<file path="config.mk">
export PLATFORM = sky130hd
export DESIGN_NAME = multicycle_control
export DESIGN_NICKNAME = d
export VERILOG_FILES = /design/src/rtl/mips_ctrl_pkg.sv /design/src/rtl/mc_opdecode.sv /design/src/rtl/multicycle_control.sv
export SDC_FILE = /design/constraint.sdc
export NUM_CORES = 1
export LEC_CHECK = 0
export BUFFER_PORTS_ARGS = -buffer_cell sky130_fd_sc_hd__buf_4
export CELL_PAD_IN_SITES_DETAIL_PLACEMENT = 0
export CELL_PAD_IN_SITES_GLOBAL_PLACEMENT = 1
export CORE_MARGIN = 5
export CORE_UTILIZATION = 24
export CTS_CLUSTER_SIZE = 24
export DETAILED_ROUTE_END_ITERATION = 16
export GPL_TIMING_DRIVEN = 0
export PLACE_DENSITY = 0.82
export SYNTH_ARGS = -nofsm -noshare
export SYNTH_HDL_FRONTEND = slang
export SYNTH_SLANG_ARGS = --single-unit
</file>
<file path="constraint.sdc">
create_clock -name clk -period 4.73 [get_ports clk]
set_clock_uncertainty 0.15 [all_clocks]
set_input_delay 0.473 -clock clk [delete_from_list [all_inputs] [get_ports clk]]
set_output_delay 0.473 -clock clk [all_outputs]
set_load 0.1 [all_outputs]
</file>
<file path="src/rtl/mips_ctrl_pkg.sv">
// Shared encodings for the multicycle MIPS controller: opcodes, FSM states,
// ALU control codes, mux selects and the decoded instruction class.
package mips_ctrl_pkg;

    localparam logic [5:0] OP_R   = 6'b000000;
    localparam logic [5:0] OP_LW  = 6'b100011;
    localparam logic [5:0] OP_SW  = 6'b101011;
    localparam logic [5:0] OP_BEQ = 6'b000100;
    localparam logic [5:0] OP_LUI = 6'b001111;
    localparam logic [5:0] OP_J   = 6'b000010;

    localparam logic [1:0] ALU_ADD   = 2'b00;
    localparam logic [1:0] ALU_SUB   = 2'b01;
    localparam logic [1:0] ALU_FUNCT = 2'b10;
    localparam logic [1:0] ALU_LUI   = 2'b11;

    // ALU B operand: register, constant 4, sign-extended imm, shifted imm.
    localparam logic [1:0] SRCB_REG   = 2'b00;
    localparam logic [1:0] SRCB_FOUR  = 2'b01;
    localparam logic [1:0] SRCB_IMM   = 2'b10;
    localparam logic [1:0] SRCB_BROFF = 2'b11;

    localparam logic [1:0] PCSRC_ALU = 2'b00;
    localparam logic [1:0] PCSRC_BR  = 2'b01;
    localparam logic [1:0] PCSRC_JMP = 2'b10;

    typedef enum logic [3:0] {
        S_FETCH  = 4'd0,
        S_DECODE = 4'd1,
        S_MEMADR = 4'd2,
        S_MEMRD  = 4'd3,
        S_MEMWB  = 4'd4,
        S_MEMWR  = 4'd5,
        S_EXEC   = 4'd6,
        S_ALUWB  = 4'd7,
        S_BRANCH = 4'd8,
        S_JUMP   = 4'd9,
        S_LUIEX  = 4'd10,
        S_LUIWB  = 4'd11
    } state_t;

    typedef struct packed {
        logic is_r;
        logic is_lw;
        logic is_sw;
        logic is_beq;
        logic is_lui;
        logic is_j;
    } op_class_t;

    typedef struct packed {
        logic       pc_write;
        logic       pc_write_cond;
        logic       ior_d;
        logic       ir_write;
        logic       mem_read;
        logic       mem_write;
        logic       memto_reg;
        logic       reg_dst;
        logic       reg_write;
        logic       alu_src_a;
        logic [1:0] alu_src_b;
        logic [1:0] pc_source;
        logic [1:0] alu_ctr;
    } ctrl_t;

endpackage

</file>
<file path="src/rtl/mc_opdecode.sv">
// Opcode decoder: one-hot instruction class plus an illegal flag when no class matches.
module mc_opdecode
    import mips_ctrl_pkg::*;
(
    input  logic [5:0] i_op,
    output op_class_t  o_cls,
    output logic       o_illegal
);

    always_comb begin
        o_cls = '0;
        case (i_op)
            OP_R:    o_cls.is_r   = 1'b1;
            OP_LW:   o_cls.is_lw  = 1'b1;
            OP_SW:   o_cls.is_sw  = 1'b1;
            OP_BEQ:  o_cls.is_beq = 1'b1;
            OP_LUI:  o_cls.is_lui = 1'b1;
            OP_J:    o_cls.is_j   = 1'b1;
            default: ;
        endcase
    end

    assign o_illegal = (o_cls == '0);

endmodule

</file>
<file path="src/rtl/multicycle_control.sv">
// Moore control FSM for a multicycle MIPS datapath. Optional MEM_WAIT_EN adds a
// mem_ready input that stretches FETCH, MEMRD and MEMWR until memory completes.
module multicycle_control
    import mips_ctrl_pkg::*;
#(
    parameter int STATE_W = 4
) (
    input  logic               clk,
    input  logic               rst,
    input  logic [5:0]         op,
    input  logic               zero,
`ifdef MEM_WAIT_EN
    input  logic               mem_ready,
`endif
    output logic               PCWrite,
    output logic               PCWriteCond,
    output logic               IorD,
    output logic               IRWrite,
    output logic               MemRead,
    output logic               MemWrite,
    output logic               MemtoReg,
    output logic               RegDst,
    output logic               RegWrite,
    output logic               ALUSrcA,
    output logic               illegal_op,
    output logic [1:0]         ALUSrcB,
    output logic [1:0]         PCSource,
    output logic [1:0]         ALUctr,
    output logic               pc_en,
    output logic [STATE_W-1:0] state
);

    state_t    r_state;
    state_t    w_next;
    ctrl_t     w_ctrl;
    op_class_t w_cls;
    logic      w_illegal;
    logic      w_ready;

`ifdef MEM_WAIT_EN
    assign w_ready = mem_ready;
`else
    assign w_ready = 1'b1;
`endif

    mc_opdecode u_opdecode (
        .i_op      (op),
        .o_cls     (w_cls),
        .o_illegal (w_illegal)
    );

    always_ff @(posedge clk) begin
        if (rst) r_state <= S_FETCH;
        else     r_state <= w_next;
    end

    always_comb begin
        w_next = S_FETCH;
        case (r_state)
            S_FETCH:  w_next = w_ready ? S_DECODE : S_FETCH;
            S_DECODE: begin
                if (w_cls.is_lw || w_cls.is_sw) w_next = S_MEMADR;
                else if (w_cls.is_r)            w_next = S_EXEC;
                else if (w_cls.is_beq)          w_next = S_BRANCH;
                else if (w_cls.is_j)            w_next = S_JUMP;
                else if (w_cls.is_lui)          w_next = S_LUIEX;
                else                            w_next = S_FETCH;
            end
            S_MEMADR: w_next = w_cls.is_sw ? S_MEMWR : S_MEMRD;
            S_MEMRD:  w_next = w_ready ? S_MEMWB : S_MEMRD;
            S_MEMWR:  w_next = w_ready ? S_FETCH : S_MEMWR;
            S_EXEC:   w_next = S_ALUWB;
            S_LUIEX:  w_next = S_LUIWB;
            default:  w_next = S_FETCH;
        endcase
    end

    // Control word per state; write enables are forced low while reset is held.
    always_comb begin
        w_ctrl = '0;
        case (r_state)
            S_FETCH: begin
                w_ctrl.mem_read  = 1'b1;
                w_ctrl.ir_write  = w_ready;
                w_ctrl.pc_write  = w_ready;
                w_ctrl.alu_src_b = SRCB_FOUR;
                w_ctrl.alu_ctr   = ALU_ADD;
                w_ctrl.pc_source = PCSRC_ALU;
            end
            S_DECODE: begin
                w_ctrl.alu_src_b = SRCB_BROFF;
                w_ctrl.alu_ctr   = ALU_ADD;
            end
            S_MEMADR: begin
                w_ctrl.alu_src_a = 1'b1;
                w_ctrl.alu_src_b = SRCB_IMM;
                w_ctrl.alu_ctr   = ALU_ADD;
            end
            S_MEMRD: begin
                w_ctrl.mem_read = 1'b1;
                w_ctrl.ior_d    = 1'b1;
            end
            S_MEMWB: begin
                w_ctrl.reg_write = 1'b1;
                w_ctrl.memto_reg = 1'b1;
            end
            S_MEMWR: begin
                w_ctrl.mem_write = 1'b1;
                w_ctrl.ior_d     = 1'b1;
            end
            S_EXEC: begin
                w_ctrl.alu_src_a = 1'b1;
                w_ctrl.alu_src_b = SRCB_REG;
                w_ctrl.alu_ctr   = ALU_FUNCT;
            end
            S_ALUWB: begin
                w_ctrl.reg_write = 1'b1;
                w_ctrl.reg_dst   = 1'b1;
            end
            S_BRANCH: begin
                w_ctrl.alu_src_a     = 1'b1;
                w_ctrl.alu_src_b     = SRCB_REG;
                w_ctrl.alu_ctr       = ALU_SUB;
                w_ctrl.pc_write_cond = 1'b1;
                w_ctrl.pc_source     = PCSRC_BR;
            end
            S_JUMP: begin
                w_ctrl.pc_write  = 1'b1;
                w_ctrl.pc_source = PCSRC_JMP;
            end
            S_LUIEX: begin
                w_ctrl.alu_src_a = 1'b1;
                w_ctrl.alu_src_b = SRCB_IMM;
                w_ctrl.alu_ctr   = ALU_LUI;
            end
            S_LUIWB:  w_ctrl.reg_write = 1'b1;
            default:  ;
        endcase
        if (rst) begin
            w_ctrl.pc_write      = 1'b0;
            w_ctrl.pc_write_cond = 1'b0;
            w_ctrl.ir_write      = 1'b0;
            w_ctrl.mem_write     = 1'b0;
            w_ctrl.reg_write     = 1'b0;
        end
    end

    assign PCWrite     = w_ctrl.pc_write;
    assign PCWriteCond = w_ctrl.pc_write_cond;
    assign IorD        = w_ctrl.ior_d;
    assign IRWrite     = w_ctrl.ir_write;
    assign MemRead     = w_ctrl.mem_read;
    assign MemWrite    = w_ctrl.mem_write;
    assign MemtoReg    = w_ctrl.memto_reg;
    assign RegDst      = w_ctrl.reg_dst;
    assign RegWrite    = w_ctrl.reg_write;
    assign ALUSrcA     = w_ctrl.alu_src_a;
    assign ALUSrcB     = w_ctrl.alu_src_b;
    assign PCSource    = w_ctrl.pc_source;
    assign ALUctr      = w_ctrl.alu_ctr;
    assign illegal_op  = (r_state == S_DECODE) && w_illegal;
    assign pc_en       = w_ctrl.pc_write | (w_ctrl.pc_write_cond & zero);
    assign state       = STATE_W'(r_state);

endmodule

</file>
==> flow_summary.yaml, run 1 <==
power:
  p_sw_share_pct: 48.2
  clkPwrFrac_pct: 26.6
  internal_power_uw: 82.3
  p_per_area_nw_per_um2: 212
  seqPwrFrac_pct: 22.7
  p_comb_share_pct: 50.7
  worst_ir_drop_vdd_v: 0.0000985
  power.leakage_nw: 0.329
  power.switching_uw: 76.6
drt:
  via_per_inst: 4.90
  drc_errors: 0
  vias: 618
  postRouteAntennaNets: 0
  dr.first_iter.drc_count: 8
  first_pass_iters: 4
  wl_per_cell_um: 12.6
  wl_um: 1590
synth:
  synth_top_cell_area_share_pct: 17.8
  synth.top_cells.by_area: "dfxtp_1 (18%), nor3_1 (8.9%), nor4_1 (7.0%), a21oi_1 (6.7%), nor2_1 (6.7%)"
  avgSynthCellArea_um2: 6.61
  synth-async-reset-ratio_pct: 0
  yosys_warnings: 0
  synth_edf_count: 0
  syn_nets: 77
  ys_seq_elements: 4
  syn_inst: 68
  ys_types: 26
  synth_top_area_cell: "dfxtp_1"
  synthTopCellsByCount: "nor2_1 (8), nor3_1 (8), a21oi_1 (6)"
  synth_ff_type: "dfxtp_1"
  netlist_area_um2: 449
  yosysSeqAreaShare_pct: 17.8
finish:
  fillers: 202
  final_cell_area_um2: 751
  area_growth_pct: 67.1
  nNetsFinal: 112
  final_util_pct: 43.0
  seqCellArea_um2: 80.1
  largest_reg_flops: 4
  multi_input_area_um2: 360
  diodes: 0
  drive_gt1_share_pct: 42.6
grt:
  grt_max_degree: 11
  grt_pass1_wl_um: 2440
  overflow: 0
  grt_pass1_vias: 577
  antenna_found_initial: 0
  grt_usage_pct: 11.6
clocking:
  worstSkewPairLatency_ns: 0.24
  cts_buffers: 3
  clk_pin_slew_ns: 0.04
  cts_root_buf: "clkbuf_4"
  cts_resized: 0
  post_cts_buffers: 0
  clockBufferDepth: 2
  htree_levels: 1
  tritoncts: "yes"
  clock-sinks: 4
  holdBufCountCts: 0
worst_setup_path:
  r2r_start: "state[0]$_SDFF_PP0_"
  crit_path_cell_trace: "buf_6 -> or2_2 -> or4_1 -> o31ai_1 -> buf_4"
  ff2ff_path_depth: 4
  cp_max_fo: 10
  r2r_setup_slack_ns: 3.20
  critPathCaptureType: "output pin"
  reg2reg_to: "state[1]$_SDFF_PP0_"
  cp.required_ns: 4.11
  max_stage_delay_ns: 0.47
  cp_slowest_cell: "or4_1"
  crit_path_start_kind: "flip-flop"
  path_class: "flip-flop to output pin"
  arrival_ns: 1.91
timing:
  whs_ns: 0.387
  slew_headroom_pct: 66.2
  finalSetupViolCount: 0
  finalMaxSlewViolations: 0
  post-route-period-util_pct: 53.5
  fin_crit_ns: 2.53
  fmax_ghz: 0.395
  rsz0062_at_grt: "no"
  hold_viol_final: 0
  tightest_slew_ns: 0.507
worst_hold_path:
  min_from: "op[1]"
  whs_endpoint: "state[0]$_SDFF_PP0_"
  hold_path.class: "input port to flip-flop"
  min_path_cells: 3
floorplan:
  die_x_um: 53.3
  fp-row-count: 15
  die_h_um: 53.3
  ioPinCount: 31
  die_area_um2: 2840
  coreArea_um2: 1750
  start_util_pct: 25.7
run_status:
  status: "completed"
placed_design:
  finalWeightedCongestion: 0.760
  postPlaceCellArea_um2: 728
  dpl.hpwl_um: 1270
  portBuffers: 30
job:
  maxCapViolations: 0
[power groups by stage]
stage	sequential [mW]	combinational (mW)	clock, mW
finish	0.0361	0.0807	0.0423
global route	0.0363	0.0842	0.0482
CTS	0.0361	0.0811	0.0447
detailed placement	0.0366	0.0810	0
global placement	0.0365	0.0805	0
floorplan	0.0429	0.0537	0
[worst max path at each step]
stage                              from  cells after the start    endpoint  slack [ns]
CTS                 state[3]$_SDFF_PP0_                      5     PCWrite        2.18
detailed placement                op[2]                      6  illegal_op        2.42
global placement    state[3]$_SDFF_PP0_                      5     PCWrite        2.45
finish              state[3]$_SDFF_PP0_                      5     PCWrite        2.20
global route        state[3]$_SDFF_PP0_                      5     PCWrite        2.09
floorplan           state[0]$_SDFF_PP0_                      4       pc_en       -0.05
[through the flow]
stage               TNS [ns]  power (mW)  setup slack [ns]  std cells
floorplan            -0.0483      0.0966           -0.0483         68
global placement           0       0.117              2.45        123
detailed placement         0       0.118              2.42        123
CTS                        0       0.162              2.18        126
global route               0       0.169              2.09        126
finish                     0       0.159              2.20        126
[critical path, delay by kind of cell (launching register included)]
kind	cells	cell delay, ns
flops	1	0.31
buf+inv	2	0.46
compound gates	1	0.10
simple gates	2	0.80
[logic make-up after synthesis]
| family | after synthesis | synth area share [%] |
|---|---|---|
| flops | 4 | 17.8 |
| compound gates | 16 | 23.7 |
| xor+xnor | 2 | 3.90 |
| simple gates | 40 | 47.6 |
| buf+inv | 6 | 6.96 |
[cell usage in the layout, fill, tap and decap left out, types with 2 or more instances in the layout]
master	instances
buf_4	30
nand2b_1	4
a31oi_1	2
xnor2_1	2
o31ai_1	3
clkbuf_1	3
nor3_2	2
a21oi_1	6
nor3_1	6
clkbuf_4	3
and3_1	3
nor2_1	8
nor4_2	2
nor4_1	3
nand2_1	5
nor3b_1	2
dfxtp_1	4
[area by class of cell]
cell class	instances	area share, %
inverters	1	0.500
well taps	25	4.17
flip-flops and latches	4	10.7
plain buffers	5	3.67
multi-input cells	58	48.0
clock buffers	3	3.00
repair buffers	30	30.0
[routing by layer]
layer	GRT usage, %	vias up	part of all wire [%]
met5	0	-	0
met4	6.38	0	1.1
met3	1.41	2	7.1
met2	20.2	22	50
met1	13.6	274	42
li1	-	320	-
Note: power is estimated with default switching activity, not from simulation.
==> run 2: changes to the inputs <==
==> constraint.sdc (replaced) <==
create_clock -name clk -period 2.5 [get_ports clk]
set_clock_uncertainty 0.15 [all_clocks]
set_input_delay 0.25 -clock clk [delete_from_list [all_inputs] [get_ports clk]]
set_output_delay 0.25 -clock clk [all_outputs]
set_load 0.1 [all_outputs]
==> flow_summary.yaml, run 2 (synthesized netlist as in run 1, its figures left out) <==
drt:
  drc_errors: 0
  postRouteAntennaNets: 0
  vias: 637
  dr.first_iter.drc_count: 27
  first_pass_iters: 5
  wl_per_cell_um: 12.5
  via_per_inst: 5.02
  wl_um: 1590
floorplan:
  die_x_um: 53.3
  fp-row-count: 15
  die_area_um2: 2840
  start_util_pct: 25.7
  coreArea_um2: 1750
  die_h_um: 53.3
  ioPinCount: 31
finish:
  diodes: 0
  drive_gt1_share_pct: 64.7
  final_util_pct: 52.7
  nNetsFinal: 112
  fillers: 177
  layout_commonest_cell: "buf_4"
  area_growth_pct: 105
  layout_common_cells: "buf_4 (29), nand2_1 (5), nor2_1 (4), nor3_1 (4)"
  instances_no_fill: 127
  largest_reg_flops: 4
worst_setup_path:
  cp.required_ns: 2.10
  crit_path_start_kind: "flip-flop"
  critPathCaptureType: "output pin"
  cp_slowest_cell: "or4_4"
  max_stage_delay_ns: 0.50
  r2r_setup_slack_ns: 0.94
  arrival_ns: 1.96
  crit_path_cell_trace: "buf_6 -> or2_2 -> or4_4 -> o21ai_4 -> buf_4"
  path_class: "flip-flop to output pin"
  cp_max_fo: 10
grt:
  antenna_found_initial: 0
  grt_usage_pct: 12.5
  grt_pass1_wl_um: 2650
  grt_max_degree: 11
  overflow: 0
  grt_pass1_vias: 591
power:
  worst_ir_drop_vdd_v: 0.000306
  power.leakage_nw: 0.350
  p_per_area_nw_per_um2: 354
  p_total_uw: 326
timing:
  rsz0062_at_grt: "no"
  fmax_ghz: 0.424
  tns_ns: 0
  slew_headroom_pct: 44.5
  post-route-period-util_pct: 94.3
  whs_ns: 0.181
  fin_crit_ns: 2.36
  finalSetupViolCount: 0
  hold_viol_final: 0
  finalMaxSlewViolations: 0
  tightest_slew_ns: 0.832
placed_design:
  dpl.hpwl_um: 1330
  dp_cells: 123
  finalWeightedCongestion: 0.701
  portBuffers: 30
clocking:
  worstSkewPairLatency_ns: 0.24
  post_cts_buffers: 0
  clk_pin_slew_ns: 0.04
  htree_levels: 1
  clockBufferDepth: 2
  cts_root_buf: "clkbuf_4"
  tritoncts: "yes"
  cts_buffers: 3
  clock-sinks: 4
job:
  maxCapViolations: 0
worst_hold_path:
  hold_path.class: "input port to flip-flop"
run_status:
  status: "completed"
[run 2: cell count changes in the layout (fill, tap and decap cells not counted), sizes merged]
cell	previous run	this run
clkbuf	6	7
clkinvlp	0	1
inv	1	0
[run 2: final cells by class]
type	instances	area [um2]	share of cell area (%)
buffer	5	36.3	3.95
inverter	1	7.51	0.816
clock buffer	4	26.3	2.86
sequential	4	90.1	9.80
tap	25	31.3	3.40
multi-input combinational	58	499	54.3
timing repair buffer	30	229	24.9
[run 2: power by group]
part	switching (mW)	internal [mW]	total [mW]	leakage, nW
sequential	0.00304	0.0643	0.0673	0.0349
clock	0.0279	0.0600	0.0879	0.0150
combinational	0.127	0.0437	0.170	0.300
[run 2: metal layers]
layer | routed length, um | track usage [%]
met5 | 0 | 0
met4 | 8 | 2.55
met3 | 89 | 4.23
met2 | 790 | 19.4
met1 | 705 | 16.7
[run 2: worst max-delay path: cells and delay by family, from the launching register on]
kind	cells	cell delay (ns)
buffers and inverters	2	0.45
AO/OA/AOI/OAI	1	0.08
AND/OR/NAND/NOR	2	0.86
flip-flops	1	0.33
[run 2: timing repair]
item | CTS | global route
hold buffers | 0 | 0
resized for setup | 0 | 2
hold endpoints to repair | 0 | 0
setup endpoints to repair | 0 | 3
[run 2: path summary, 6_finish.rpt]
kind / depth (start not counted) / to / from
worst min-delay path: 3 / state[0]$_SDFF_PP0_ / op[1]
worst min register to register: 2 / state[2]$_SDFF_PP0_ / state[3]$_SDFF_PP0_
worst max-delay path: 5 / pc_en / state[3]$_SDFF_PP0_
worst max register to register: 5 / state[0]$_SDFF_PP0_ / state[3]$_SDFF_PP0_
[run 2: stage by stage]
step | worst slack (ns) | cell area [um2]
floorplan | -0.348 | 629
finish | 0.142 | 920
detailed placement | 0.271 | 886
global placement | 0.278 | 886
CTS | 0.0125 | 912
global route | 0.0998 | 920
==> run 3: changes to the inputs <==
--- a/config.mk
+++ b/config.mk
@@ -5,6 +5,7 @@
 export SDC_FILE = /design/constraint.sdc
 export NUM_CORES = 1
 export LEC_CHECK = 0
+export ABC_AREA = 1
 export BUFFER_PORTS_ARGS = -buffer_cell sky130_fd_sc_hd__buf_4
 export CELL_PAD_IN_SITES_DETAIL_PLACEMENT = 0
 export CELL_PAD_IN_SITES_GLOBAL_PLACEMENT = 1
@@ -13,7 +14,7 @@
 export CTS_CLUSTER_SIZE = 24
 export DETAILED_ROUTE_END_ITERATION = 16
 export GPL_TIMING_DRIVEN = 0
-export PLACE_DENSITY = 0.82
+export PLACE_DENSITY = 0.86
 export SYNTH_ARGS = -nofsm -noshare
 export SYNTH_HDL_FRONTEND = slang
 export SYNTH_SLANG_ARGS = --single-unit
==> flow_summary.yaml, run 3 <==
power:
  p_per_area_nw_per_um2: 405
  p_total_uw: 328
  power.leakage_nw: 0.438
  worst_ir_drop_vdd_v: 0.000234
floorplan:
  die_x_um: 54.3
  coreArea_um2: 1920
  ioPinCount: 31
  start_util_pct: 24.5
  die_area_um2: 2950
  die_h_um: 54.3
  fp-row-count: 16
synth:
  synth_top_area_cell: "nor2_1"
  synth_edf_count: 0
  synthTopCellsByCount: "nor2_1 (28), nand2_1 (19), inv_1 (18)"
  synth_ff_type: "dfxtp_1"
  avgSynthCellArea_um2: 4.97
  syn_nets: 104
  ys_seq_elements: 4
  yosysSeqAreaShare_pct: 17.0
  synth-async-reset-ratio_pct: 0
  yosys_warnings: 0
  synth_top_cell_area_share_pct: 22.3
  synth.top_cells.by_area: "nor2_1 (22%), dfxtp_1 (17%), nand2_1 (15%), inv_1 (14%), nand3_1 (11%)"
  yosysMostFrequentCell: "nor2_1"
  ys_types: 14
  netlist_area_um2: 472
  syn_inst: 95
grt:
  grt_pass1_wl_um: 2360
  antenna_found_initial: 0
  grt_usage_pct: 11.2
  grt_pass1_vias: 595
  overflow: 0
  grt_max_degree: 9
clocking:
  tritoncts: "yes"
  post_cts_buffers: 0
  clk_pin_slew_ns: 0.04
  clock-sinks: 4
  clockBufferDepth: 2
  htree_levels: 1
  cts_resized: 0
  cts_root_buf: "clkbuf_4"
  cts_buffers: 3
  worstSkewPairLatency_ns: 0.24
  holdBufCountCts: 0
worst_setup_path:
  arrival_ns: 1.64
  cp.required_ns: 2.10
  max_stage_delay_ns: 0.34
  crit_path_cell_trace: "inv_1 -> nor2_1 -> inv_1 -> a21oi_1 -> o21a_4 -> buf_4"
  crit_path_start_kind: "flip-flop"
  critPathCaptureType: "output pin"
  cp_slowest_cell: "dfxtp_2"
  critPathMostFrequentCell: "inv_1"
  path_class: "flip-flop to output pin"
  cp_max_fo: 4
timing:
  fmax_ghz: 0.490
  rsz0062_at_grt: "no"
  finalMaxSlewViolations: 0
  tightest_slew_ns: 0.353
  post-route-period-util_pct: 81.6
  fin_crit_ns: 2.04
  whs_ns: 0.101
  finalSetupViolCount: 0
  hold_viol_final: 0
  slew_headroom_pct: 76.2
  tns_ns: 0
placed_design:
  finalWeightedCongestion: 0.821
  dpl.hpwl_um: 1340
  portBuffers: 30
drt:
  first_pass_iters: 4
  postRouteAntennaNets: 0
  wl_um: 1570
  wl_per_cell_um: 10.0
  dr.first_iter.drc_count: 19
  drc_errors: 0
  via_per_inst: 4.35
  vias: 678
worst_hold_path:
  hold_path.class: "input port to flip-flop"
finish:
  drive_gt1_share_pct: 42.6
  seqCellArea_um2: 87.6
  final_util_pct: 42.1
  layout_commonest_cell: "buf_4"
  largest_reg_flops: 4
  nNetsFinal: 139
  multi_input_area_um2: 365
  area_growth_pct: 71.6
  fillers: 223
  diodes: 0
  layout_common_cells: "buf_4 (30), nor2_1 (21), inv_1 (17), nand2_1 (17), nand3_1 (10)"
run_status:
  status: "completed"
job:
  maxCapViolations: 0
[run 3: final timing paths]
path,startpoint,end,slack [ns],cells after the start
max,state[2]$_SDFF_PP0_,RegWrite,0.46,6
max reg2reg,state[2]$_SDFF_PP0_,state[0]$_SDFF_PP0_,1.20,5
min reg2reg,state[2]$_SDFF_PP0_,state[3]$_SDFF_PP0_,0.47,3
min,rst,state[0]$_SDFF_PP0_,0.10,2
[run 3: final cells by class]
type                    instances  share of cell area [%]
clock buffers                   4                    3.25
flip-flops and latches          4                    10.8
well taps                      27                    4.17
repair buffers                 30                    27.8
multi-input cells              72                    45.1
inverters                      19                    8.81
[run 3: through the flow]
step,setup WS (ns),instance area (um2),instances
after floorplan,-0.0836,524,95
after global placement,0.753,783,152
after detailed placement,0.747,783,152
after CTS,0.483,810,156
after global routing,0.350,810,156
final,0.461,810,156
[run 3: cell families after synthesis]
group	Yosys count	synth area share, %
flip-flops	4	17.0
buffers and inverters	19	15.1
AND/OR/NAND/NOR	63	57.0
AO/OA/AOI/OAI	9	10.9
[run 3: per-layer routing]
metal  track usage [%]  share of wire (%)
met2              18.3                 52
met3              4.90                5.5
met4              3.73                  0
met5                 0                  0
met1              13.1                 43
[run 3: critical path, delay by kind of cell (launching register included)]
family	cells	cell delay, ns
AOI/OAI and AO/OA	2	0.34
DFF	1	0.34
and+or+nand+nor	1	0.23
buffers and inverters	3	0.49
[run 3: power breakdown]
group	total (mW)	internal, mW	switching, mW
clock network	0.0884	0.0600	0.0284
registers	0.0696	0.0656	0.00407
logic	0.170	0.0372	0.132
